===== config.mk =====
export PLATFORM = sky130hd
export DESIGN_NAME = vram_port_arbiter_flat
export DESIGN_NICKNAME = d
export VERILOG_FILES = /design/src/rtl/vram_port_arbiter_pkg.sv /design/src/rtl/vram_port_arbiter_if.sv /design/src/rtl/vram_port_arbiter_wr_fifo_sync.sv /design/src/rtl/vram_port_arbiter.sv /design/src/flat_wrapper.sv
export SDC_FILE = /design/constraint.sdc
export NUM_CORES = 1
export LEC_CHECK = 0
export ABC_AREA = 1
export BUFFER_PORTS_ARGS = -buffer_cell sky130_fd_sc_hd__buf_4
export CAP_MARGIN = 10
export CELL_PAD_IN_SITES_DETAIL_PLACEMENT = 0
export CELL_PAD_IN_SITES_GLOBAL_PLACEMENT = 1
export CORE_MARGIN = 3
export CORE_UTILIZATION = 47
export DETAILED_ROUTE_END_ITERATION = 7
export MAX_ROUTING_LAYER = met4
export PLACE_DENSITY = 0.91
export RECOVER_POWER = 50
export SYNTH_ARGS = -nofsm -noshare
export SYNTH_HDL_FRONTEND = slang
export SYNTH_HIERARCHICAL = 1
export SYNTH_SLANG_ARGS = --single-unit

===== constraint.sdc =====
create_clock -name clk -period 5.7 [get_ports clk]
set_clock_uncertainty 0.1 [all_clocks]
set_input_delay 0.57 -clock clk [delete_from_list [all_inputs] [get_ports clk]]
set_output_delay 0.57 -clock clk [all_outputs]
set_load 0.01 [all_outputs]

===== src/rtl/vram_port_arbiter_pkg.sv =====
// Shared types and constants for the VRAM port arbiter and the blocks that
// build its display address and vblank inputs.
package vram_port_arbiter_pkg;

  localparam int VRAM_ADDR_W = 17;
  localparam int VRAM_DATA_W = 4;

  // 640x480 visible geometry; callers derive disp_addr and vblank from these.
  localparam int H_VISIBLE = 640;
  localparam int V_VISIBLE = 480;

  typedef enum logic [1:0] {
    GNT_IDLE = 2'd0,
    GNT_DISP = 2'd1,
    GNT_WR   = 2'd2
  } grant_e;

  function automatic int level_width(input int depth);
    return $clog2(depth) + 1;
  endfunction

endpackage


===== src/rtl/vram_port_arbiter_if.sv =====
// Bundle of the display, writer and RAM-side signals of the VRAM arbiter.
// The arbiter uses the slave modport; requesters and the RAM use master.
interface vram_port_arbiter_if
  import vram_port_arbiter_pkg::*;
#(
  parameter int ADDR_W  = VRAM_ADDR_W,
  parameter int DATA_W  = VRAM_DATA_W,
  parameter int Q_DEPTH = 4
);
  localparam int LVL_W = level_width(Q_DEPTH);

  logic              disp_req;
  logic [ADDR_W-1:0] disp_addr;
  logic              disp_valid;
  logic [DATA_W-1:0] disp_data;
  logic              wr_valid;
  logic              wr_ready;
  logic [ADDR_W-1:0] wr_addr;
  logic [DATA_W-1:0] wr_data;
  logic              vblank;
  logic              ram_en;
  logic              ram_we;
  logic [ADDR_W-1:0] ram_addr;
  logic [DATA_W-1:0] ram_wdata;
  logic [DATA_W-1:0] ram_rdata;
  logic [LVL_W-1:0]  q_level;
  logic              busy;

  modport slave (
    input  disp_req, disp_addr, wr_valid, wr_addr, wr_data, vblank, ram_rdata,
    output disp_valid, disp_data, wr_ready, ram_en, ram_we, ram_addr, ram_wdata,
           q_level, busy
  );

  modport master (
    output disp_req, disp_addr, wr_valid, wr_addr, wr_data, vblank, ram_rdata,
    input  disp_valid, disp_data, wr_ready, ram_en, ram_we, ram_addr, ram_wdata,
           q_level, busy
  );

endinterface


===== src/rtl/vram_port_arbiter_wr_fifo_sync.sv =====
// Small synchronous FIFO holding pending VRAM writes. The head is read
// straight from the storage array so a pop can be registered by the caller.
module wr_fifo_sync
  import vram_port_arbiter_pkg::*;
#(
  parameter int DEPTH = 4,
  parameter int WIDTH = VRAM_ADDR_W + VRAM_DATA_W
) (
  input  logic                   clk,
  input  logic                   reset,
  input  logic                   i_push,
  input  logic [WIDTH-1:0]       i_push_data,
  input  logic                   i_pop,
  output logic [WIDTH-1:0]       o_head,
  output logic                   o_empty,
  output logic                   o_full,
  output logic [$clog2(DEPTH):0] o_level
);
  localparam int PTR_W = $clog2(DEPTH);

  logic [WIDTH-1:0] r_mem [DEPTH];
  logic [PTR_W-1:0] r_wr_ptr;
  logic [PTR_W-1:0] r_rd_ptr;
  logic [PTR_W:0]   r_level;
  logic             w_do_push;
  logic             w_do_pop;

  assign o_empty   = (r_level == '0);
  assign o_full    = (r_level == (PTR_W + 1)'(DEPTH));
  assign o_level   = r_level;
  assign o_head    = r_mem[r_rd_ptr];
  assign w_do_push = i_push && !o_full;
  assign w_do_pop  = i_pop && !o_empty;

  always_ff @(posedge clk) begin
    if (w_do_push) begin
      r_mem[r_wr_ptr] <= i_push_data;
    end
  end

  // DEPTH is a power of two, so the pointers wrap by plain overflow.
  always_ff @(posedge clk) begin
    if (reset) begin
      r_wr_ptr <= '0;
      r_rd_ptr <= '0;
      r_level  <= '0;
    end else begin
      if (w_do_push) begin
        r_wr_ptr <= r_wr_ptr + 1'b1;
      end
      if (w_do_pop) begin
        r_rd_ptr <= r_rd_ptr + 1'b1;
      end
      case ({w_do_push, w_do_pop})
        2'b10:   r_level <= r_level + 1'b1;
        2'b01:   r_level <= r_level - 1'b1;
        default: r_level <= r_level;
      endcase
    end
  end

endmodule


===== src/rtl/vram_port_arbiter.sv =====
// Shares a single-port VRAM between display scanout (absolute priority) and
// a FIFO-buffered game-logic writer that drains whenever the port is free.
module vram_port_arbiter
  import vram_port_arbiter_pkg::*;
#(
  parameter int ADDR_W      = VRAM_ADDR_W,
  parameter int DATA_W      = VRAM_DATA_W,
  parameter int Q_DEPTH     = 4,
  parameter int VBLANK_ONLY = 0
) (
  input  logic               clk,
  input  logic               reset,
  vram_port_arbiter_if.slave bus
);
  localparam int LVL_W   = level_width(Q_DEPTH);
  localparam int ENTRY_W = ADDR_W + DATA_W;

  grant_e             w_grant;
  logic               w_push;
  logic               w_pop;
  logic               w_fifo_empty;
  logic               w_fifo_full;
  logic [ENTRY_W-1:0] w_head;
  logic [LVL_W-1:0]   w_level;

  logic               r_ram_en;
  logic               r_ram_we;
  logic [ADDR_W-1:0]  r_ram_addr;
  logic [DATA_W-1:0]  r_ram_wdata;
  logic               r_rd_s1;
  logic               r_rd_s2;

  always_comb begin
    w_grant = GNT_IDLE;
    if (bus.disp_req) begin
      w_grant = GNT_DISP;
    end else if (!w_fifo_empty && ((VBLANK_ONLY == 0) || bus.vblank)) begin
      w_grant = GNT_WR;
    end
  end

  assign w_push = bus.wr_valid && !w_fifo_full;
  assign w_pop  = (w_grant == GNT_WR);

  wr_fifo_sync #(
    .DEPTH (Q_DEPTH),
    .WIDTH (ENTRY_W)
  ) u_wr_fifo (
    .clk         (clk),
    .reset       (reset),
    .i_push      (w_push),
    .i_push_data ({bus.wr_addr, bus.wr_data}),
    .i_pop       (w_pop),
    .o_head      (w_head),
    .o_empty     (w_fifo_empty),
    .o_full      (w_fifo_full),
    .o_level     (w_level)
  );

  // Address/data hold their last value on idle cycles; only en/we drop.
  always_ff @(posedge clk) begin
    if (reset) begin
      r_ram_en    <= 1'b0;
      r_ram_we    <= 1'b0;
      r_ram_addr  <= '0;
      r_ram_wdata <= '0;
      r_rd_s1     <= 1'b0;
      r_rd_s2     <= 1'b0;
    end else begin
      r_rd_s1 <= (w_grant == GNT_DISP);
      r_rd_s2 <= r_rd_s1;
      case (w_grant)
        GNT_DISP: begin
          r_ram_en   <= 1'b1;
          r_ram_we   <= 1'b0;
          r_ram_addr <= bus.disp_addr;
        end
        GNT_WR: begin
          r_ram_en                  <= 1'b1;
          r_ram_we                  <= 1'b1;
          {r_ram_addr, r_ram_wdata} <= w_head;
        end
        default: begin
          r_ram_en <= 1'b0;
          r_ram_we <= 1'b0;
        end
      endcase
    end
  end

  assign bus.ram_en     = r_ram_en;
  assign bus.ram_we     = r_ram_we;
  assign bus.ram_addr   = r_ram_addr;
  assign bus.ram_wdata  = r_ram_wdata;
  assign bus.disp_valid = r_rd_s2;
  // Gated so the display never sees stale RAM output outside a valid slot.
  assign bus.disp_data  = r_rd_s2 ? bus.ram_rdata : '0;
  assign bus.wr_ready   = !w_fifo_full;
  assign bus.q_level    = w_level;
  assign bus.busy       = (w_level != '0) || r_ram_we;

endmodule


===== src/flat_wrapper.sv =====
// flat-port wrapper written by rule: the top's interface ports become plain ports
module vram_port_arbiter_flat import vram_port_arbiter_pkg::*;
#(
  parameter int ADDR_W      = VRAM_ADDR_W,
  parameter int DATA_W      = VRAM_DATA_W,
  parameter int Q_DEPTH     = 4,
  parameter int VBLANK_ONLY = 0
)
  (clk, reset, bus_disp_req, bus_disp_addr, bus_wr_valid, bus_wr_addr, bus_wr_data, bus_vblank, bus_ram_rdata, bus_disp_valid, bus_disp_data, bus_wr_ready, bus_ram_en, bus_ram_we, bus_ram_addr, bus_ram_wdata, bus_q_level, bus_busy);
  vram_port_arbiter_if #(.ADDR_W(ADDR_W), .DATA_W(DATA_W), .Q_DEPTH(Q_DEPTH)) bus_i ();
  input  logic clk;
  input  logic reset;
  input wire logic [$bits(bus_i.disp_req)-1:0] bus_disp_req;
  input wire logic [$bits(bus_i.disp_addr)-1:0] bus_disp_addr;
  input wire logic [$bits(bus_i.wr_valid)-1:0] bus_wr_valid;
  input wire logic [$bits(bus_i.wr_addr)-1:0] bus_wr_addr;
  input wire logic [$bits(bus_i.wr_data)-1:0] bus_wr_data;
  input wire logic [$bits(bus_i.vblank)-1:0] bus_vblank;
  input wire logic [$bits(bus_i.ram_rdata)-1:0] bus_ram_rdata;
  output wire logic [$bits(bus_i.disp_valid)-1:0] bus_disp_valid;
  output wire logic [$bits(bus_i.disp_data)-1:0] bus_disp_data;
  output wire logic [$bits(bus_i.wr_ready)-1:0] bus_wr_ready;
  output wire logic [$bits(bus_i.ram_en)-1:0] bus_ram_en;
  output wire logic [$bits(bus_i.ram_we)-1:0] bus_ram_we;
  output wire logic [$bits(bus_i.ram_addr)-1:0] bus_ram_addr;
  output wire logic [$bits(bus_i.ram_wdata)-1:0] bus_ram_wdata;
  output wire logic [$bits(bus_i.q_level)-1:0] bus_q_level;
  output wire logic [$bits(bus_i.busy)-1:0] bus_busy;
  assign bus_i.disp_req = bus_disp_req;
  assign bus_i.disp_addr = bus_disp_addr;
  assign bus_i.wr_valid = bus_wr_valid;
  assign bus_i.wr_addr = bus_wr_addr;
  assign bus_i.wr_data = bus_wr_data;
  assign bus_i.vblank = bus_vblank;
  assign bus_i.ram_rdata = bus_ram_rdata;
  assign bus_disp_valid = bus_i.disp_valid;
  assign bus_disp_data = bus_i.disp_data;
  assign bus_wr_ready = bus_i.wr_ready;
  assign bus_ram_en = bus_i.ram_en;
  assign bus_ram_we = bus_i.ram_we;
  assign bus_ram_addr = bus_i.ram_addr;
  assign bus_ram_wdata = bus_i.ram_wdata;
  assign bus_q_level = bus_i.q_level;
  assign bus_busy = bus_i.busy;
  vram_port_arbiter #(.ADDR_W(ADDR_W), .DATA_W(DATA_W), .Q_DEPTH(Q_DEPTH), .VBLANK_ONLY(VBLANK_ONLY)) u_core (.clk(clk), .reset(reset), .bus(bus_i));
endmodule

Word-level counts from Yosys, hierarchy flattened
Memory sizes are Yosys's and may differ from the RTL's. A register that Yosys moved wholly into a read port is not among the register bits.
Cells that the tools add are included.

word-level totals
  flip-flop bits (word level) = 32
  output and inout bits = 33
  memories = 1
  bits in writable memories = 84
  input bits = 47
  logic and storage cells = 41

cells by class
  mux-type cells = 11
  add/sub/neg operators = 4
  equal/unequal tests = 5
  reductions and logical operators = 11

memory list
  name                    words  width  read ports  clocked after memory_dff  wr ports  RTL line                              text
  u_core.u_wr_fifo.r_mem  4      21     1           1                         1         vram_port_arbiter_wr_fifo_sync.sv:21  logic [WIDTH-1:0] r_mem [DEPTH];

operator list
  operator             number
  $pmux 17 s2          1
  $mux 2               4
  $pmux 3 s2           1
  $add 2x1->2 const B  2
  $eq 2x1->1 const B   2
  $eq 2x2->1 const B   2
  $mux 1               4
  $mux 4               1
  $reduce_bool 2->1    2
  $add 3x1->3 const B  1
  $eq 3x3->1 const B   1
  $logic_and 1x1->1    3
  $logic_not 3->1      1
  $reduce_bool 3->1    1
  $sub 3x1->3 const B  1
  $logic_not 1->1      2
  $reduce_or 2->1      1
  $logic_or 1x1->1     1

Logic depth before layout (Yosys ltp)
Gate-level depths: netlist of run 1.

  word-level depth = 7
  depth in mapped cells = 17

By module
Netlist of run 1, hierarchy kept.

by module, submodules not included
  module             area each (sq um)  cells an instance  instances  sequential area each (sq um)
  wr_fifo_sync       3662.3             274                1          2702.6
  vram_port_arbiter  1236.2             171                1          500.5

Least setup slack after synthesis of run 1
Ideal clock, no wire load.

  kind = reg-to-reg
  start point = register u_core.u_wr_fifo.r_level[1], in the netlist u_core/u_wr_fifo/o_level[1]
  end point = memory u_core/u_wr_fifo/r_mem[0][0] in the netlist's numbering, enable pin
  path buffers = 0
  cell stages (with the launch flop) = 7
  arrival time = 1.903 ns
  slack = 3.299 ns
  data required time = 5.201 ns
  setup time = 0.399 ns
  period minus slack after synthesis = 2.401 ns
  cell sequence = dfxtp_1 -> nor2_4 -> nand2_4 -> inv_1 -> nor2_1 -> nand2_4 -> nor2_1

between the ends
  cells in the longest elaborated chain, start to end = 6

ends and longest elaborated chain
  element                       RTL line                              text
  from (decl)                   vram_port_arbiter_wr_fifo_sync.sv:24  logic [PTR_W:0] r_level;
  from (signal assigned)        vram_port_arbiter_wr_fifo_sync.sv:55  2'b10: r_level <= r_level + 1'b1;
  from (signal assigned)        vram_port_arbiter_wr_fifo_sync.sv:56  2'b01: r_level <= r_level - 1'b1;
  from (signal assigned)        vram_port_arbiter_wr_fifo_sync.sv:57  default: r_level <= r_level;
  $eq 3x3->1                    vram_port_arbiter_wr_fifo_sync.sv:29  assign o_full = (r_level == (PTR_W + 1)'(DEPTH));
  via u_core.w_fifo_full        vram_port_arbiter.sv:22               logic w_fifo_full;
  $logic_not 1->1               vram_port_arbiter.sv:42               assign w_push = bus.wr_valid && !w_fifo_full;
  $logic_and 1x1->1             vram_port_arbiter.sv:42
  via u_core.w_push             vram_port_arbiter.sv:19               logic w_push;
  $logic_and 1x1->1             vram_port_arbiter_wr_fifo_sync.sv:32  assign w_do_push = i_push && !o_full;
  $mux 1                        vram_port_arbiter_wr_fifo_sync.sv:36  if (w_do_push) begin
  $mux 1 (implied by the code)  vram_port_arbiter_wr_fifo_sync.sv:37  r_mem[r_wr_ptr] <= i_push_data;
  to (decl)                     vram_port_arbiter_wr_fifo_sync.sv:21

The timed path passes the listed nets, and every way through them passes these cells.

Final worst setup path of run 1
  start point = register u_core.u_wr_fifo.r_level[1], in the netlist u_core/u_wr_fifo/o_level[1]
  end point = register u_core.u_wr_fifo.r_level[2], in the netlist u_core/u_wr_fifo/o_level[2]

between the ends
  cells in the longest elaborated chain, start to end = 7

ends and longest elaborated chain
  element                                          RTL line                              text
  $logic_not 3->1 (*)                              vram_port_arbiter_wr_fifo_sync.sv:28  assign o_empty = (r_level == '0);
  via u_core.w_fifo_empty                          vram_port_arbiter.sv:21               logic w_fifo_empty;
  $mux 2                                           vram_port_arbiter.sv:37               end else if (!w_fifo_empty && ((VBLANK_ONLY == 0) || bus.vblank)) begin
  $mux 2                                           vram_port_arbiter.sv:35               if (bus.disp_req) begin
  $eq 2x2->1                                       vram_port_arbiter.sv:43               assign w_pop = (w_grant == GNT_WR);
  $logic_and 1x1->1 (*)                            vram_port_arbiter_wr_fifo_sync.sv:33  assign w_do_pop = i_pop && !o_empty;
  via u_core.u_wr_fifo.w_do_pop                    vram_port_arbiter_wr_fifo_sync.sv:26  logic w_do_pop;
  $eq 2x1->1 or $eq 2x2->1 (tied branches)         vram_port_arbiter_wr_fifo_sync.sv:54  case ({w_do_push, w_do_pop})
  $pmux 3 s2 or $reduce_bool 2->1 (tied branches)  n/a

The timed path passes the listed nets; every way through them passes the cells marked *.
A chain may end at the register's enable or synchronous reset.

==> report_table.html, run 1 <==
<table>
<tr><th>Metric</th><th>Value</th></tr>
<tr><th colspan="2">Synthesis</th></tr>
<tr><td>Post-synthesis area per instance</td><td>11.0 µm²</td></tr>
<tr><td>Post-Synth XOR/XNOR Area</td><td>0%</td></tr>
<tr><td>Compound-Gate Fraction of Synth Area</td><td>8.20%</td></tr>
<tr><td>Portion of synthesized cell area occupied by the leading cell type</td><td>51.5%</td></tr>
<tr><td>Mux share of post-synthesis cell area</td><td>0%</td></tr>
<tr><td>Synthesized flop and latch total</td><td>118</td></tr>
<tr><td>Cell type contributing the most total cell area after synthesis</td><td>sky130_fd_sc_hd__edfxtp_1</td></tr>
<tr><td>Area share of and/or/nand/nor cells after synthesis</td><td>16.6%</td></tr>
<tr><td>Main combinational cell family by area after synthesis</td><td>simple AND/OR/NAND/NOR gates</td></tr>
<tr><td>Post-synthesis sequential area ratio</td><td>65.4%</td></tr>
<tr><td>Synthesized-area fraction occupied by adder cells</td><td>1.69%</td></tr>
<tr><td>Cell area after synthesis</td><td>4900 µm²</td></tr>
<tr><td>Post-synthesis net count</td><td>498</td></tr>
<tr><td>Syn Inst Count</td><td>445</td></tr>
<tr><td>Synth warn</td><td>6</td></tr>
<tr><td>Number of distinct library cells after synthesis</td><td>25</td></tr>
<tr><td>Leading post-synthesis cells by cell area</td><td>sky130_fd_sc_hd__edfxtp_1, sky130_fd_sc_hd__dfxtp_1, sky130_fd_sc_hd__nor2_1, sky130_fd_sc_hd__nand2_1, sky130_fd_sc_hd__inv_1</td></tr>
<tr><th colspan="2">Die</th></tr>
<tr><td>Area of the core region</td><td>9950 µm²</td></tr>
<tr><td>Number of ports placed on the die boundary</td><td>80</td></tr>
<tr><td>Die height</td><td>108 µm</td></tr>
<tr><td>Die boundary width</td><td>108 µm</td></tr>
<tr><td>Initial core utilization</td><td>49.2%</td></tr>
<tr><td>Total die area</td><td>11700 µm²</td></tr>
<tr><td>Number of standard-cell rows in the floorplan</td><td>36</td></tr>
<tr><th colspan="2">Placement</th></tr>
<tr><td>Count of buffers inserted at the top-level ports</td><td>78</td></tr>
<tr><td>Routability congestion estimate from global placement</td><td>0.783</td></tr>
<tr><td>Estimated wirelength of the detail-placed design</td><td>6150 µm</td></tr>
<tr><th colspan="2">Clocking</th></tr>
<tr><td>Count of clock tree sinks</td><td>118</td></tr>
<tr><td>Clock Tree Root</td><td>sky130_fd_sc_hd__clkbuf_8</td></tr>
<tr><td>CTS tree</td><td>done</td></tr>
<tr><td>Reg clk slew, reported paths</td><td>0.06 ns</td></tr>
<tr><td>Cts-stage hold buffer count</td><td>0</td></tr>
<tr><td>Maximum buffer depth of the clock tree</td><td>2</td></tr>
<tr><td>Number of buffers added by the clock tree synthesis step</td><td>17</td></tr>
<tr><td>Insertion delay of the later-clocked pin in the worst-skew pair</td><td>0.50 ns</td></tr>
<tr><td>Post-CTS repair timing setup buffer count</td><td>0</td></tr>
<tr><td>Maximum level of the CTS H-tree</td><td>4</td></tr>
<tr><td>Total of cells resized after clock tree synthesis</td><td>0</td></tr>
<tr><th colspan="2">Critical path</th></tr>
<tr><td>Length in cells of the worst reg-to-reg path</td><td>15</td></tr>
<tr><td>Data arrival at the endpoint of the critical path</td><td>3.09 ns</td></tr>
<tr><td>Max FO, Critical Path</td><td>25</td></tr>
<tr><td>Setup slack on the worst flop-to-flop path</td><td>2.91 ns</td></tr>
<tr><td>Worst Path Required</td><td>6.00 ns</td></tr>
<tr><td>Endpoint kind of the worst setup timing path</td><td>flip-flop</td></tr>
<tr><td>Cell Chain, Critical Path</td><td>nor2_1 &gt; nand2_1 &gt; inv_1 &gt; nor2_8 &gt; nand2_2 &gt; inv_2 &gt; ha_1 &gt; inv_1 &gt; fa_1 &gt; inv_1 &gt; nand2_1 &gt; nand3_1 &gt; nand2_1 &gt; nand2_1 &gt; nor2_1</td></tr>
<tr><td>Standard cell with the maximum stage delay on the critical path</td><td>sky130_fd_sc_hd__nor2_8</td></tr>
<tr><td>Cell family with most CP delay</td><td>simple AND/OR/NAND/NOR gates</td></tr>
<tr><td>Worst setup SP type</td><td>flip-flop</td></tr>
<tr><td>End of the worst register-to-register path</td><td>u_core/u_wr_fifo/o_level[2]</td></tr>
<tr><td>Kind of critical path</td><td>flip-flop to flip-flop</td></tr>
<tr><td>Stage delay of the slowest cell on the critical path</td><td>0.44 ns</td></tr>
<tr><td>CP dominant cell by count</td><td>sky130_fd_sc_hd__nand2_1</td></tr>
<tr><td>Launch point of the worst reg-to-reg path</td><td>u_core/u_wr_fifo/o_level[1]</td></tr>
<tr><td>Worst Path Buf+Inv</td><td>4</td></tr>
<tr><th colspan="2">Power</th></tr>
<tr><td>Total leakage power</td><td>0.00237 µW</td></tr>
<tr><td>PnR Total Power</td><td>2670 µW</td></tr>
<tr><td>Worst VDD drop</td><td>0.218 mV</td></tr>
<tr><td>Power density normalized to cell area</td><td>457 nW/µm²</td></tr>
<tr><th colspan="2">Global routing</th></tr>
<tr><td>Residual overflow from global routing</td><td>0</td></tr>
<tr><td>Overall routing resource usage</td><td>18.4%</td></tr>
<tr><td>Pin count of the biggest net entering global routing</td><td>44</td></tr>
<tr><td>Initial antenna violation count</td><td>0</td></tr>
<tr><td>Wire length of the first global-routing pass</td><td>15800 µm</td></tr>
<tr><td>Number of global-route vias before repair</td><td>3215</td></tr>
<tr><th colspan="2">Hold path</th></tr>
<tr><td>Hold crit path type</td><td>input pin to flip-flop</td></tr>
<tr><td>Startpoint of the lowest-slack hold path</td><td>reset</td></tr>
<tr><td>Worst hold path stage count</td><td>2</td></tr>
<tr><td>Hold path endpoint</td><td>u_core/bus.disp_valid</td></tr>
<tr><th colspan="2">Routing</th></tr>
<tr><td>Number of antenna-violating nets in the routed design</td><td>0</td></tr>
<tr><td>Detailed-route wire length</td><td>10000 µm</td></tr>
<tr><td>Number of design rule violations left after detail routing</td><td>0</td></tr>
<tr><td>Number of iterations in the first detailed-routing pass</td><td>4</td></tr>
<tr><td>Number of violations reported at the end of detailed-routing iteration 0</td><td>253</td></tr>
<tr><td>Number of vias in the routed layout</td><td>3342</td></tr>
<tr><td>Avg Vias per Cell</td><td>4.97</td></tr>
<tr><td>Detail-routed net length per standard cell</td><td>14.9 µm</td></tr>
<tr><th colspan="2">Final layout</th></tr>
<tr><td>Total Nets Final</td><td>579</td></tr>
<tr><td>Most common cell after layout, fill and taps aside</td><td>sky130_fd_sc_hd__edfxtp_1</td></tr>
<tr><td>Filler cell count</td><td>860</td></tr>
<tr><td>Most used cells in the layout excluding fill and tap cells</td><td>sky130_fd_sc_hd__edfxtp_1, sky130_fd_sc_hd__nor2_1, sky130_fd_sc_hd__nand2_1</td></tr>
<tr><td>Share of post-route cells with drive strength above 1</td><td>15.8%</td></tr>
<tr><td>Area added between synthesis and finish</td><td>19.4%</td></tr>
<tr><td>Antenna diodes</td><td>0</td></tr>
<tr><th colspan="2">STA</th></tr>
<tr><td>Unrepaired setup endpoints after global routing</td><td>false</td></tr>
<tr><td>Part of the cycle the worst path needs</td><td>48.9%</td></tr>
<tr><td>Relative max-transition margin</td><td>26.3%</td></tr>
<tr><td>Min Clock Period, post-route</td><td>2.79 ns</td></tr>
<tr><td>Setup Viol. Count Final</td><td>0</td></tr>
<tr><td>Worst Tran Pin Value</td><td>1.11 ns</td></tr>
<tr><td>Aggregate negative setup slack</td><td>0 ns</td></tr>
<tr><td>Final Hold Vio Count</td><td>0</td></tr>
<tr><td>Post-Route Hold Slack</td><td>0.203 ns</td></tr>
<tr><td>Final number of max-transition violations</td><td>0</td></tr>
<tr><td>Achievable frequency</td><td>0.359 GHz</td></tr>
<tr><th colspan="2">Run</th></tr>
<tr><td>Max-cap violations</td><td>0</td></tr>
<tr><th colspan="2">Run status</th></tr>
<tr><td>Run status</td><td>finished clean</td></tr>
</table>
flip-flops by register name, summed over array words and instances (netlist names), named ones only:
name,count
u_core/u_wr_fifo/r_mem,84
u_core/bus.ram_addr,17
u_core/bus.ram_wdata,4
u_core/u_wr_fifo/o_level,3
u_core/u_wr_fifo/r_rd_ptr,2
u_core/u_wr_fifo/r_wr_ptr,2
u_core/bus.disp_valid,1
u_core/bus.ram_en,1
u_core/bus.ram_we,1
u_core/r_rd_s1,1
cells in the mapped netlist, drive strengths merged:
library cell  instances
edfxtp               84
nand2                71
nor2                 67
o21ai                48
inv                  47
nand3                39
dfxtp                34
buf                  22
o22ai                21
a21oi                 6
ha                    5
fa                    1
stage by stage:
stage,instances,util (%),setup WS (ns),cell area [µm²]
CTS,672,60.8,2.95,6050
floorplan,445,-,3.30,4900
finish,672,58.7,2.91,5850
detailed placement,640,55.1,2.96,5480
global placement,640,55.1,3.00,5480
global route,672,58.7,2.66,5850
layout make-up:
cell class	count	area [µm²]	share of cell area (%)
Clock inverter	15	155	2.65
Tap cell	133	166	2.85
Multi-Input combinational cell	258	1280	21.9
Timing Repair Buffer	84	443	7.58
Clock buffer	17	414	7.08
Inverter	47	186	3.19
Sequential cell	118	3200	54.8
cell families after synthesis:
family | after synthesis
flops | 118
buf+inv | 69
fa+ha+maj | 6
compound gates | 75
simple gates | 177
worst max-delay path by stage:
| stage | cells after the start | endpoint | startpoint | slack, ns |
|---|---|---|---|---|
| global placement | 15 | u_core/u_wr_fifo/o_level[2] | u_core/u_wr_fifo/o_level[1] | 3.00 |
| CTS | 15 | u_core/u_wr_fifo/o_level[2] | u_core/u_wr_fifo/o_level[1] | 2.95 |
| floorplan | 6 | u_core/u_wr_fifo/r_mem[0][0] | u_core/u_wr_fifo/o_level[1] | 3.30 |
| global route | 15 | u_core/u_wr_fifo/o_level[2] | u_core/u_wr_fifo/o_level[1] | 2.66 |
| finish | 15 | u_core/u_wr_fifo/o_level[2] | u_core/u_wr_fifo/o_level[1] | 2.91 |
| detailed placement | 15 | u_core/u_wr_fifo/o_level[2] | u_core/u_wr_fifo/o_level[2] | 2.96 |
report_power, final:
group          internal (µW)  switching, µW  leakage [µW]
logic                    178            403       0.00105
clock network            622            375      0.000266
registers               1040           50.7       0.00105
total                   1840            828       0.00237
routing by layer:
layer	wire length, µm	GRT usage, %
met1	4530	24.4
met2	4840	28.1
met3	613	4.90
met4	45	5.59
met5	0	-
Note: power is estimated with default switching activity, not from simulation.
==> run 2: changes to the inputs <==
--- a/config.mk
+++ b/config.mk
@@ -11,10 +11,10 @@
 export CELL_PAD_IN_SITES_DETAIL_PLACEMENT = 0
 export CELL_PAD_IN_SITES_GLOBAL_PLACEMENT = 1
 export CORE_MARGIN = 3
-export CORE_UTILIZATION = 47
+export CORE_UTILIZATION = 44
 export DETAILED_ROUTE_END_ITERATION = 7
 export MAX_ROUTING_LAYER = met4
-export PLACE_DENSITY = 0.91
+export PLACE_DENSITY = 0.86
 export RECOVER_POWER = 50
 export SYNTH_ARGS = -nofsm -noshare
 export SYNTH_HDL_FRONTEND = slang
==> constraint.sdc (replaced) <==
create_clock -name clk -period 2.6 [get_ports clk]
set_clock_uncertainty 0.1 [all_clocks]
set_input_delay 0.26 -clock clk [delete_from_list [all_inputs] [get_ports clk]]
set_output_delay 0.26 -clock clk [all_outputs]
set_load 0.01 [all_outputs]
==> run 2 against run 1 <==
  * Clock power rose by 140%
  * First-iteration DRC count rose by 23%
  * Sequential cell count did not move
  * Worst setup slack lost 2.6 ns
  * Global-route usage fell by 0.58 points
  * Total power up 130%
  * Combinational power is 130% higher
  * Sequential power grew 120%
  * Worst hold slack got worse by 0.16 ns
  * Core utilization increased by 0.96 points
  * Final cell count up 6.7%
  * Highest routed layer unchanged
==> report_table.html, run 2 (synthesized netlist as in run 1, its figures left out) <==
<table>
<tr><th>Metric</th><th>Value</th></tr>
<tr><th colspan="2">Run status</th></tr>
<tr><td>Run status</td><td>finished clean</td></tr>
<tr><th colspan="2">STA</th></tr>
<tr><td>Relative max-transition margin</td><td>35.8% (+9.5 points)</td></tr>
<tr><td>Min Clock Period, post-route</td><td>2.24 ns (-0.542 ns)</td></tr>
<tr><td>Achievable frequency</td><td>0.446 GHz (+24%)</td></tr>
<tr><td>Aggregate negative setup slack</td><td>0 ns (unchanged)</td></tr>
<tr><td>Worst Tran Pin Value</td><td>0.963 ns (-0.142 ns)</td></tr>
<tr><td>Unrepaired setup endpoints after global routing</td><td>false</td></tr>
<tr><td>Part of the cycle the worst path needs</td><td>86.3% (+37 points)</td></tr>
<tr><td>Final number of max-transition violations</td><td>0 (unchanged)</td></tr>
<tr><td>Final Hold Vio Count</td><td>0 (unchanged)</td></tr>
<tr><td>Setup Viol. Count Final</td><td>0 (unchanged)</td></tr>
<tr><th colspan="2">Final layout</th></tr>
<tr><td>Most used cells in the layout excluding fill and tap cells</td><td>sky130_fd_sc_hd__edfxtp_1, sky130_fd_sc_hd__nor2_1, sky130_fd_sc_hd__nand2_1</td></tr>
<tr><td>Area added between synthesis and finish</td><td>28.6%</td></tr>
<tr><td>Filler-free cell count of the finished design</td><td>717 (+6.7%)</td></tr>
<tr><td>Register name with the most flops</td><td>u_core/u_wr_fifo/r_mem</td></tr>
<tr><td>Antenna diodes</td><td>0 (unchanged)</td></tr>
<tr><td>Most common cell after layout, fill and taps aside</td><td>sky130_fd_sc_hd__edfxtp_1</td></tr>
<tr><td>Share of post-route cells with drive strength above 1</td><td>15.5% (-0.28 points)</td></tr>
<tr><td>Flip-flop count of the largest register, all copies and words added</td><td>84 (unchanged)</td></tr>
<tr><td>Total Nets Final</td><td>621 (+7.3%)</td></tr>
<tr><td>Filler cell count</td><td>863 (+0.35%)</td></tr>
<tr><th colspan="2">Routing</th></tr>
<tr><td>Number of design rule violations left after detail routing</td><td>0 (unchanged)</td></tr>
<tr><td>Detail-routed net length per standard cell</td><td>15.0 µm (+0.69%)</td></tr>
<tr><td>Number of antenna-violating nets in the routed design</td><td>0 (unchanged)</td></tr>
<tr><td>Number of violations reported at the end of detailed-routing iteration 0</td><td>311 (+23%)</td></tr>
<tr><td>Number of iterations in the first detailed-routing pass</td><td>4 (unchanged)</td></tr>
<tr><td>Detailed-route wire length</td><td>10800 µm (+7.4%)</td></tr>
<tr><td>Avg Vias per Cell</td><td>4.97 (-0.16%)</td></tr>
<tr><td>Number of vias in the routed layout</td><td>3560 (+6.5%)</td></tr>
<tr><th colspan="2">Run</th></tr>
<tr><td>Max-cap violations</td><td>0 (unchanged)</td></tr>
<tr><th colspan="2">Global routing</th></tr>
<tr><td>Initial antenna violation count</td><td>0 (unchanged)</td></tr>
<tr><td>Pin count of the biggest net entering global routing</td><td>43 (-2.3%)</td></tr>
<tr><td>Number of global-route vias before repair</td><td>3452 (+7.4%)</td></tr>
<tr><td>Residual overflow from global routing</td><td>0 (unchanged)</td></tr>
<tr><td>Global routing's busiest layer</td><td>met2</td></tr>
<tr><td>GR Util met1</td><td>22.5% (-1.9 points)</td></tr>
<tr><td>Global routing usage on met2</td><td>28.3% (+0.24 points)</td></tr>
<tr><td>Wire length of the first global-routing pass</td><td>17000 µm (+7.9%)</td></tr>
<tr><td>Overall routing resource usage</td><td>17.8% (-0.58 points)</td></tr>
<tr><td>Met3 usage</td><td>4.46% (-0.44 points)</td></tr>
<tr><th colspan="2">Die</th></tr>
<tr><td>Number of ports placed on the die boundary</td><td>80 (unchanged)</td></tr>
<tr><td>Initial core utilization</td><td>46.4% (-2.8 points)</td></tr>
<tr><td>Area of the core region</td><td>10600 µm² (+6.0%)</td></tr>
<tr><td>Die height</td><td>112 µm (+3.2%)</td></tr>
<tr><td>Die boundary width</td><td>112 µm (+3.2%)</td></tr>
<tr><td>Number of standard-cell rows in the floorplan</td><td>37 (+2.8%)</td></tr>
<tr><td>Total die area</td><td>12400 µm² (+6.4%)</td></tr>
<tr><th colspan="2">Placement</th></tr>
<tr><td>Routability congestion estimate from global placement</td><td>0.738 (-5.8%)</td></tr>
<tr><td>Count of buffers inserted at the top-level ports</td><td>78 (unchanged)</td></tr>
<tr><td>Estimated wirelength of the detail-placed design</td><td>6430 µm (+4.5%)</td></tr>
<tr><td>Placed insts</td><td>646 (+0.94%)</td></tr>
<tr><th colspan="2">Power</th></tr>
<tr><td>Cell internal power dissipation</td><td>4210 µW (+130%)</td></tr>
<tr><td>Sequential Power Share</td><td>39.4% (-1.5 points)</td></tr>
<tr><td>Switching share of power</td><td>31.0% (about the same)</td></tr>
<tr><td>Total leakage power</td><td>0.00256 µW (+8.3%)</td></tr>
<tr><td>Reported net switching power</td><td>1890 µW (+130%)</td></tr>
<tr><td>Worst VDD drop</td><td>0.462 mV (+110%)</td></tr>
<tr><td>Share of power burned in the clock network</td><td>38.4% (+1.1 points)</td></tr>
<tr><td>Part of the total power dissipated in combinational logic</td><td>22.1% (+0.3 points)</td></tr>
<tr><td>Power density normalized to cell area</td><td>969 nW/µm² (+110%)</td></tr>
<tr><th colspan="2">Clocking</th></tr>
<tr><td>Post-CTS repair timing setup buffer count</td><td>0 (unchanged)</td></tr>
<tr><td>Insertion delay of the later-clocked pin in the worst-skew pair</td><td>0.49 ns (about the same)</td></tr>
<tr><td>CTS tree</td><td>done</td></tr>
<tr><td>Reg clk slew, reported paths</td><td>0.06 ns (about the same)</td></tr>
<tr><td>Count of clock tree sinks</td><td>118 (unchanged)</td></tr>
<tr><td>Maximum level of the CTS H-tree</td><td>4 (unchanged)</td></tr>
<tr><td>Clock Tree Root</td><td>sky130_fd_sc_hd__clkbuf_8</td></tr>
<tr><td>Maximum buffer depth of the clock tree</td><td>2 (unchanged)</td></tr>
<tr><td>Number of buffers added by the clock tree synthesis step</td><td>17 (unchanged)</td></tr>
<tr><th colspan="2">Critical path</th></tr>
<tr><td>Data arrival at the endpoint of the critical path</td><td>2.58 ns (-0.51 ns)</td></tr>
<tr><td>Kind of critical path</td><td>flip-flop to flip-flop</td></tr>
<tr><td>Max FO, Critical Path</td><td>18 (-28%)</td></tr>
<tr><td>Stage delay of the slowest cell on the critical path</td><td>0.75 ns (+0.31 ns)</td></tr>
<tr><td>Endpoint kind of the worst setup timing path</td><td>flip-flop</td></tr>
<tr><td>Worst Path Required</td><td>2.94 ns (-3.06 ns)</td></tr>
<tr><td>Standard cell with the maximum stage delay on the critical path</td><td>sky130_fd_sc_hd__clkbuf_1</td></tr>
<tr><td>Worst setup SP type</td><td>flip-flop</td></tr>
<tr><td>Cell Chain, Critical Path</td><td>nor2_1 &gt; nand2_2 &gt; inv_1 &gt; clkbuf_1 &gt; nand3_1 &gt; nand3_1 &gt; nand2_1 &gt; inv_1</td></tr>
<tr><th colspan="2">Hold path</th></tr>
<tr><td>Hold crit path type</td><td>input pin to flip-flop</td></tr>
</table>
## run 2: changes by cell type in the layout (fill, tap and decap cells not counted), sizes merged
cell,previous run,this run
buf,34,36
clkinvlp,4,3
clkbuf,67,68
inv,50,53
dlygate4sd3,0,39
clkinv,6,3
bufinv,2,3
## run 2: power groups by stage
stage | clock network [µW] | registers [µW] | logic (µW)
4_1_cts | 2370 | 2420 | 1460
2_1_floorplan | 0 | 2470 | 998
5_1_grt | 2460 | 2430 | 1510
3_3_place_gp | 0 | 2440 | 1380
3_5_place_dp | 0 | 2450 | 1400
6_report | 2350 | 2410 | 1350
## run 2: cell type report
class	count	area (µm²)	share of cell area (%)
flip-flops and latches	118	3200	50.8
clock inverters	15	194	3.08
clock buffers	17	414	6.57
well taps	136	170	2.70
repair buffers	126	852	13.5
multi-input cells	258	1280	20.3
inverters	47	186	2.96
## run 2: worst max-delay path: cells and delay by family, from the launching register on
| family | cells | cell delay (ns) |
|---|---|---|
| buffers and inverters | 3 | 1.00 |
| and+or+nand+nor | 5 | 0.75 |
| DFF | 1 | 0.35 |
## run 2: routing by layer
layer	part of all wire [%]	vias to the layer above	wire length, µm
li1	-	1759	-
met2	48	108	5190
met1	44	1687	4750
met5	0	-	0
met3	6.8	6	730
met4	0.95	0	102
## run 2: path summary, 6_finish.rpt
kind,cells after the start,end,start,slack [ns]
worst max-delay path,8,u_core/bus.ram_addr[14],u_core/u_wr_fifo/o_level[1],0.36
worst min-delay path,5,u_core/u_wr_fifo/r_wr_ptr[0],bus_wr_valid,0.05
worst max register to register,8,u_core/bus.ram_addr[14],u_core/u_wr_fifo/o_level[1],0.36
worst min register to register,2,u_core/bus.disp_valid,u_core/r_rd_s1,0.30
## run 2: repair_timing
action                                  CTS  global route
hold endpoints to repair                109             0
hold buffers                             39             0
gates resized for setup                   0             0
endpoints found under the setup margin    0             0
## run 2: per-stage QoR
stage                     hold WS (ns)  util [%]  setup slack, ns  area (µm²)  power, µW
final                           0.0479      59.7            0.356        6300       6110
after floorplan                  0.229         -            0.199        4900       3470
after CTS                       0.0548      61.7            0.474        6510       6250
after global placement           0.297      52.2            0.534        5510       3820
after global routing            0.0653      59.7            0.153        6300       6400
after detailed placement         0.297      52.2            0.501        5510       3850
==> run 3: changes to the inputs <==
--- a/config.mk
+++ b/config.mk
@@ -11,12 +11,11 @@
 export CELL_PAD_IN_SITES_DETAIL_PLACEMENT = 0
 export CELL_PAD_IN_SITES_GLOBAL_PLACEMENT = 1
 export CORE_MARGIN = 3
-export CORE_UTILIZATION = 44
+export CORE_UTILIZATION = 43
 export DETAILED_ROUTE_END_ITERATION = 7
 export MAX_ROUTING_LAYER = met4
 export PLACE_DENSITY = 0.86
 export RECOVER_POWER = 50
 export SYNTH_ARGS = -nofsm -noshare
 export SYNTH_HDL_FRONTEND = slang
-export SYNTH_HIERARCHICAL = 1
 export SYNTH_SLANG_ARGS = --single-unit
==> run 3 against run 2 <==
  * Non-clock buffer count decreased by 18
  * Highest routed layer unchanged
  * First-iteration DRC count decreased by 19%
  * Total power decreased by 0.71%
  * Synthesized cell count grew 11%
  * Critical path type unchanged
  * Via count increased by 0.45%
==> report_table.html, run 3 <==
<table>
<tr><th>Metric</th><th>Value</th></tr>
<tr><th colspan="2">Run status</th></tr>
<tr><td>Run status</td><td>finished clean</td></tr>
<tr><th colspan="2">Final layout</th></tr>
<tr><td>Antenna diodes</td><td>0 (unchanged)</td></tr>
<tr><td>Most common cell after layout, fill and taps aside</td><td>sky130_fd_sc_hd__nand2_1</td></tr>
<tr><td>Area added between synthesis and finish</td><td>26.3%</td></tr>
<tr><td>Register name with the most flops</td><td>u_core.u_wr_fifo.r_mem</td></tr>
<tr><td>Share of post-route cells with drive strength above 1</td><td>12.2% (-3.3 points)</td></tr>
<tr><td>Most used cells in the layout excluding fill and tap cells</td><td>sky130_fd_sc_hd__nand2_1, sky130_fd_sc_hd__edfxtp_1, sky130_fd_sc_hd__clkbuf_1</td></tr>
<tr><td>Total Nets Final</td><td>654 (+5.3%)</td></tr>
<tr><td>Flip-flop count of the largest register, all copies and words added</td><td>84 (unchanged)</td></tr>
<tr><th colspan="2">Critical path</th></tr>
<tr><td>Worst setup SP type</td><td>flip-flop</td></tr>
<tr><td>Stage delay of the slowest cell on the critical path</td><td>0.86 ns (+0.11 ns)</td></tr>
<tr><td>Kind of critical path</td><td>flip-flop to flip-flop</td></tr>
<tr><td>CP dominant cell by count</td><td>sky130_fd_sc_hd__nand2_1</td></tr>
<tr><td>Standard cell with the maximum stage delay on the critical path</td><td>sky130_fd_sc_hd__nor2_1</td></tr>
<tr><td>Data arrival at the endpoint of the critical path</td><td>2.27 ns (-0.31 ns)</td></tr>
<tr><td>Setup slack on the worst flop-to-flop path</td><td>0.58 ns (+0.22 ns)</td></tr>
<tr><td>End of the worst register-to-register path</td><td>u_core.bus.ram_addr[12]</td></tr>
<tr><td>Length in cells of the worst reg-to-reg path</td><td>6 (-2)</td></tr>
<tr><td>Endpoint kind of the worst setup timing path</td><td>flip-flop</td></tr>
<tr><td>Worst Path Required</td><td>2.85 ns (-0.09 ns)</td></tr>
<tr><td>Launch point of the worst reg-to-reg path</td><td>u_core.u_wr_fifo.o_level[2]</td></tr>
<tr><td>Max FO, Critical Path</td><td>17 (-1)</td></tr>
<tr><td>Cell Chain, Critical Path</td><td>inv_2 &gt; nand2_2 &gt; nand2_4 &gt; nor2_1 &gt; nand2_1 &gt; nand2_1</td></tr>
<tr><th colspan="2">Power</th></tr>
<tr><td>Power density normalized to cell area</td><td>976 nW/µm² (+0.66%)</td></tr>
<tr><td>Sequential Power Share</td><td>39.3% (about the same)</td></tr>
<tr><td>Reported net switching power</td><td>1770 µW (-6.8%)</td></tr>
<tr><td>Share of power burned in the clock network</td><td>38.3% (about the same)</td></tr>
<tr><td>Worst VDD drop</td><td>0.532 mV (+15%)</td></tr>
<tr><td>Total leakage power</td><td>0.00265 µW (+3.4%)</td></tr>
<tr><td>Part of the total power dissipated in combinational logic</td><td>22.4% (+0.3 points)</td></tr>
<tr><td>Cell internal power dissipation</td><td>4300 µW (+2.0%)</td></tr>
<tr><td>PnR Total Power</td><td>6060 µW (-0.71%)</td></tr>
<tr><td>Switching share of power</td><td>29.1% (-1.9 points)</td></tr>
<tr><th colspan="2">Hold path</th></tr>
<tr><td>Hold crit path type</td><td>input pin to flip-flop</td></tr>
<tr><td>Worst hold path stage count</td><td>4 (-1)</td></tr>
<tr><td>Startpoint of the lowest-slack hold path</td><td>bus_disp_addr[15]</td></tr>
<tr><td>Hold path endpoint</td><td>u_core.bus.ram_addr[15]</td></tr>
<tr><th colspan="2">STA</th></tr>
<tr><td>Worst Tran Pin Value</td><td>1.12 ns (+0.154 ns)</td></tr>
<tr><td>Aggregate negative setup slack</td><td>0 ns (unchanged)</td></tr>
<tr><td>Unrepaired setup endpoints after global routing</td><td>false</td></tr>
<tr><td>Setup Viol. Count Final</td><td>0 (unchanged)</td></tr>
<tr><td>Relative max-transition margin</td><td>25.2% (-11 points)</td></tr>
<tr><td>Final number of max-transition violations</td><td>0 (unchanged)</td></tr>
<tr><td>Part of the cycle the worst path needs</td><td>77.7% (-8.6 points)</td></tr>
<tr><td>Achievable frequency</td><td>0.495 GHz (+11%)</td></tr>
<tr><td>Final Hold Vio Count</td><td>0 (unchanged)</td></tr>
<tr><td>Min Clock Period, post-route</td><td>2.02 ns (-0.224 ns)</td></tr>
<tr><th colspan="2">Synthesis</th></tr>
<tr><td>Cell type contributing the most total cell area after synthesis</td><td>sky130_fd_sc_hd__edfxtp_1</td></tr>
<tr><td>Top flip-flop cell by instance count after synthesis</td><td>sky130_fd_sc_hd__edfxtp_1</td></tr>
<tr><td>Leading post-synthesis cells by cell area</td><td>sky130_fd_sc_hd__edfxtp_1, sky130_fd_sc_hd__nand2_1, sky130_fd_sc_hd__dfxtp_1, sky130_fd_sc_hd__inv_1, sky130_fd_sc_hd__nor2_1</td></tr>
<tr><td>Post-synthesis sequential area ratio</td><td>65.1% (-0.32 points)</td></tr>
<tr><td>Portion of synthesized cell area occupied by the leading cell type</td><td>51.2% (-0.25 points)</td></tr>
<tr><td>Synth cell count leaders</td><td>sky130_fd_sc_hd__nand2_1, sky130_fd_sc_hd__edfxtp_1, sky130_fd_sc_hd__inv_1, sky130_fd_sc_hd__nor2_1, sky130_fd_sc_hd__dfxtp_1</td></tr>
<tr><td>Post-synthesis area per instance</td><td>9.92 µm² (-9.8%)</td></tr>
<tr><td>Post-synthesis net count</td><td>549 (+10%)</td></tr>
<tr><td>Syn Inst Count</td><td>496 (+11%)</td></tr>
<tr><td>Asr flop ratio synth</td><td>0% (unchanged)</td></tr>
<tr><td>Synth warn</td><td>0 (-6)</td></tr>
<tr><td>EDFF count, synth</td><td>84 (unchanged)</td></tr>
<tr><td>Synthesized flop and latch total</td><td>118 (unchanged)</td></tr>
<tr><td>Cell with the most instances after synthesis</td><td>sky130_fd_sc_hd__nand2_1</td></tr>
<tr><td>Number of distinct library cells after synthesis</td><td>27 (+8.0%)</td></tr>
<tr><td>Cell area after synthesis</td><td>4920 µm² (+0.49%)</td></tr>
<tr><th colspan="2">Placement</th></tr>
<tr><td>Count of buffers inserted at the top-level ports</td><td>78 (unchanged)</td></tr>
<tr><td>Routability congestion estimate from global placement</td><td>0.745 (+0.98%)</td></tr>
<tr><td>Estimated wirelength of the detail-placed design</td><td>6520 µm (+1.4%)</td></tr>
<tr><th colspan="2">Routing</th></tr>
<tr><td>Number of antenna-violating nets in the routed design</td><td>0 (unchanged)</td></tr>
<tr><td>Avg Vias per Cell</td><td>4.74 (-4.5%)</td></tr>
<tr><td>Detail-routed net length per standard cell</td><td>13.6 µm (-9.5%)</td></tr>
<tr><td>Number of iterations in the first detailed-routing pass</td><td>5 (+1)</td></tr>
<tr><td>Number of violations reported at the end of detailed-routing iteration 0</td><td>251 (-19%)</td></tr>
<tr><td>Detailed-route wire length</td><td>10300 µm (-4.8%)</td></tr>
<tr><td>Number of vias in the routed layout</td><td>3576 (+0.45%)</td></tr>
<tr><td>Number of design rule violations left after detail routing</td><td>0 (unchanged)</td></tr>
<tr><th colspan="2">Clocking</th></tr>
<tr><td>Post-CTS repair timing setup buffer count</td><td>0 (unchanged)</td></tr>
<tr><td>Insertion delay of the later-clocked pin in the worst-skew pair</td><td>0.40 ns (-0.09 ns)</td></tr>
<tr><td>Clock Tree Root</td><td>sky130_fd_sc_hd__clkbuf_16</td></tr>
<tr><td>Reg clk slew, reported paths</td><td>0.05 ns (about the same)</td></tr>
<tr><td>Maximum buffer depth of the clock tree</td><td>2 (unchanged)</td></tr>
<tr><td>Maximum level of the CTS H-tree</td><td>4 (unchanged)</td></tr>
<tr><td>Total of cells resized after clock tree synthesis</td><td>0 (unchanged)</td></tr>
<tr><td>Count of clock tree sinks</td><td>118 (unchanged)</td></tr>
<tr><td>Number of buffers added by the clock tree synthesis step</td><td>17 (unchanged)</td></tr>
<tr><td>CTS tree</td><td>done</td></tr>
<tr><th colspan="2">Die</th></tr>
<tr><td>Total die area</td><td>12800 µm² (+2.7%)</td></tr>
<tr><td>Die boundary width</td><td>113 µm (+1.3%)</td></tr>
<tr><td>Area of the core region</td><td>11000 µm² (+4.5%)</td></tr>
<tr><td>Die height</td><td>113 µm (+1.3%)</td></tr>
<tr><td>Number of ports placed on the die boundary</td><td>80 (unchanged)</td></tr>
<tr><td>Number of standard-cell rows in the floorplan</td><td>38 (+2.7%)</td></tr>
<tr><td>Initial core utilization</td><td>44.6% (-1.8 points)</td></tr>
<tr><th colspan="2">Global routing</th></tr>
<tr><td>Number of global-route vias before repair</td><td>3323 (-3.7%)</td></tr>
<tr><td>Pin count of the biggest net entering global routing</td><td>43 (unchanged)</td></tr>
<tr><td>Wire length of the first global-routing pass</td><td>16200 µm (-4.8%)</td></tr>
<tr><td>Initial antenna violation count</td><td>0 (unchanged)</td></tr>
<tr><td>Residual overflow from global routing</td><td>0 (unchanged)</td></tr>
<tr><td>Overall routing resource usage</td><td>17.1% (-0.75 points)</td></tr>
<tr><th colspan="2">Run</th></tr>
<tr><td>Max-cap violations</td><td>0 (unchanged)</td></tr>
</table>
## run 3: layout make-up
type	instances	area [µm²]
multi-input combinational	309	1390
clock buffer	19	433
sequential	118	3200
clock inverter	13	161
tap	140	175
fill	951	4820
timing repair buffer	108	678
inverter	47	179
## run 3: kinds of logic after synthesis
group,synth area share [%]
and+or+nand+nor,21.5
DFF,65.1
buffers and inverters,6.46
AOI/OAI and AO/OA,5.29
adders and majority gates,1.68
## run 3: what timing repair did
action | CTS | global route
endpoints found under the hold margin | 87 | 0
endpoints found under the setup margin | 0 | 0
hold buffers | 22 | 0
## run 3: worst max-delay path, delay by kind of cell (launching register included)
family | cells | cell delay (ns)
simple gates | 5 | 1.35
flops | 1 | 0.37
buf+inv | 1 | 0.14
## run 3: metal layers
layer / global-route usage [%] / routed length [µm] / vias up
met4: 6.81 / 157 / 0
met2: 27.2 / 4900 / 115
met3: 5.13 / 659 / 18
li1: - / - / 1817
met1: 20.5 / 4540 / 1626
met5: - / 0 / -
## run 3: through the flow
stage | instance area (µm²) | cells | util (%) | hold slack [ns] | setup WS [ns]
after detailed placement | 5600 | 700 | 50.8 | 0.299 | 0.562
after global routing | 6210 | 754 | 56.3 | 0.0529 | 0.342
final | 6210 | 754 | 56.3 | 0.0427 | 0.580
after floorplan | 4920 | 496 | - | 0.231 | 0.391
after global placement | 5600 | 700 | 50.8 | 0.294 | 0.596
after CTS | 6420 | 754 | 58.2 | 0.0286 | 0.549
## run 3: power groups by stage
| stage | clock network [µW] | logic (µW) | registers [µW] |
|---|---|---|---|
| 2_1_floorplan | 0 | 917 | 2460 |
| 3_3_place_gp | 0 | 1410 | 2420 |
| 3_5_place_dp | 0 | 1450 | 2420 |
| 4_1_cts | 2360 | 1490 | 2380 |
| 5_1_grt | 2450 | 1540 | 2400 |
| 6_report | 2320 | 1360 | 2380 |
## run 3: how the worst max path moves through the flow
| stage | from | end | slack [ns] | cells after the start |
|---|---|---|---|---|
| 2_1_floorplan | u_core.u_wr_fifo.o_level[1] | u_core.u_wr_fifo.r_mem[0][0] | 0.39 | 5 |
| 3_3_place_gp | u_core.u_wr_fifo.o_level[2] | u_core.u_wr_fifo.o_level[2] | 0.60 | 13 |
| 3_5_place_dp | u_core.u_wr_fifo.o_level[2] | u_core.u_wr_fifo.o_level[2] | 0.56 | 13 |
| 4_1_cts | u_core.u_wr_fifo.o_level[2] | u_core.u_wr_fifo.o_level[2] | 0.55 | 13 |
| 5_1_grt | u_core.u_wr_fifo.o_level[2] | u_core.bus.ram_addr[6] | 0.34 | 6 |
| 6_report | u_core.u_wr_fifo.o_level[2] | u_core.bus.ram_addr[12] | 0.58 | 6 |
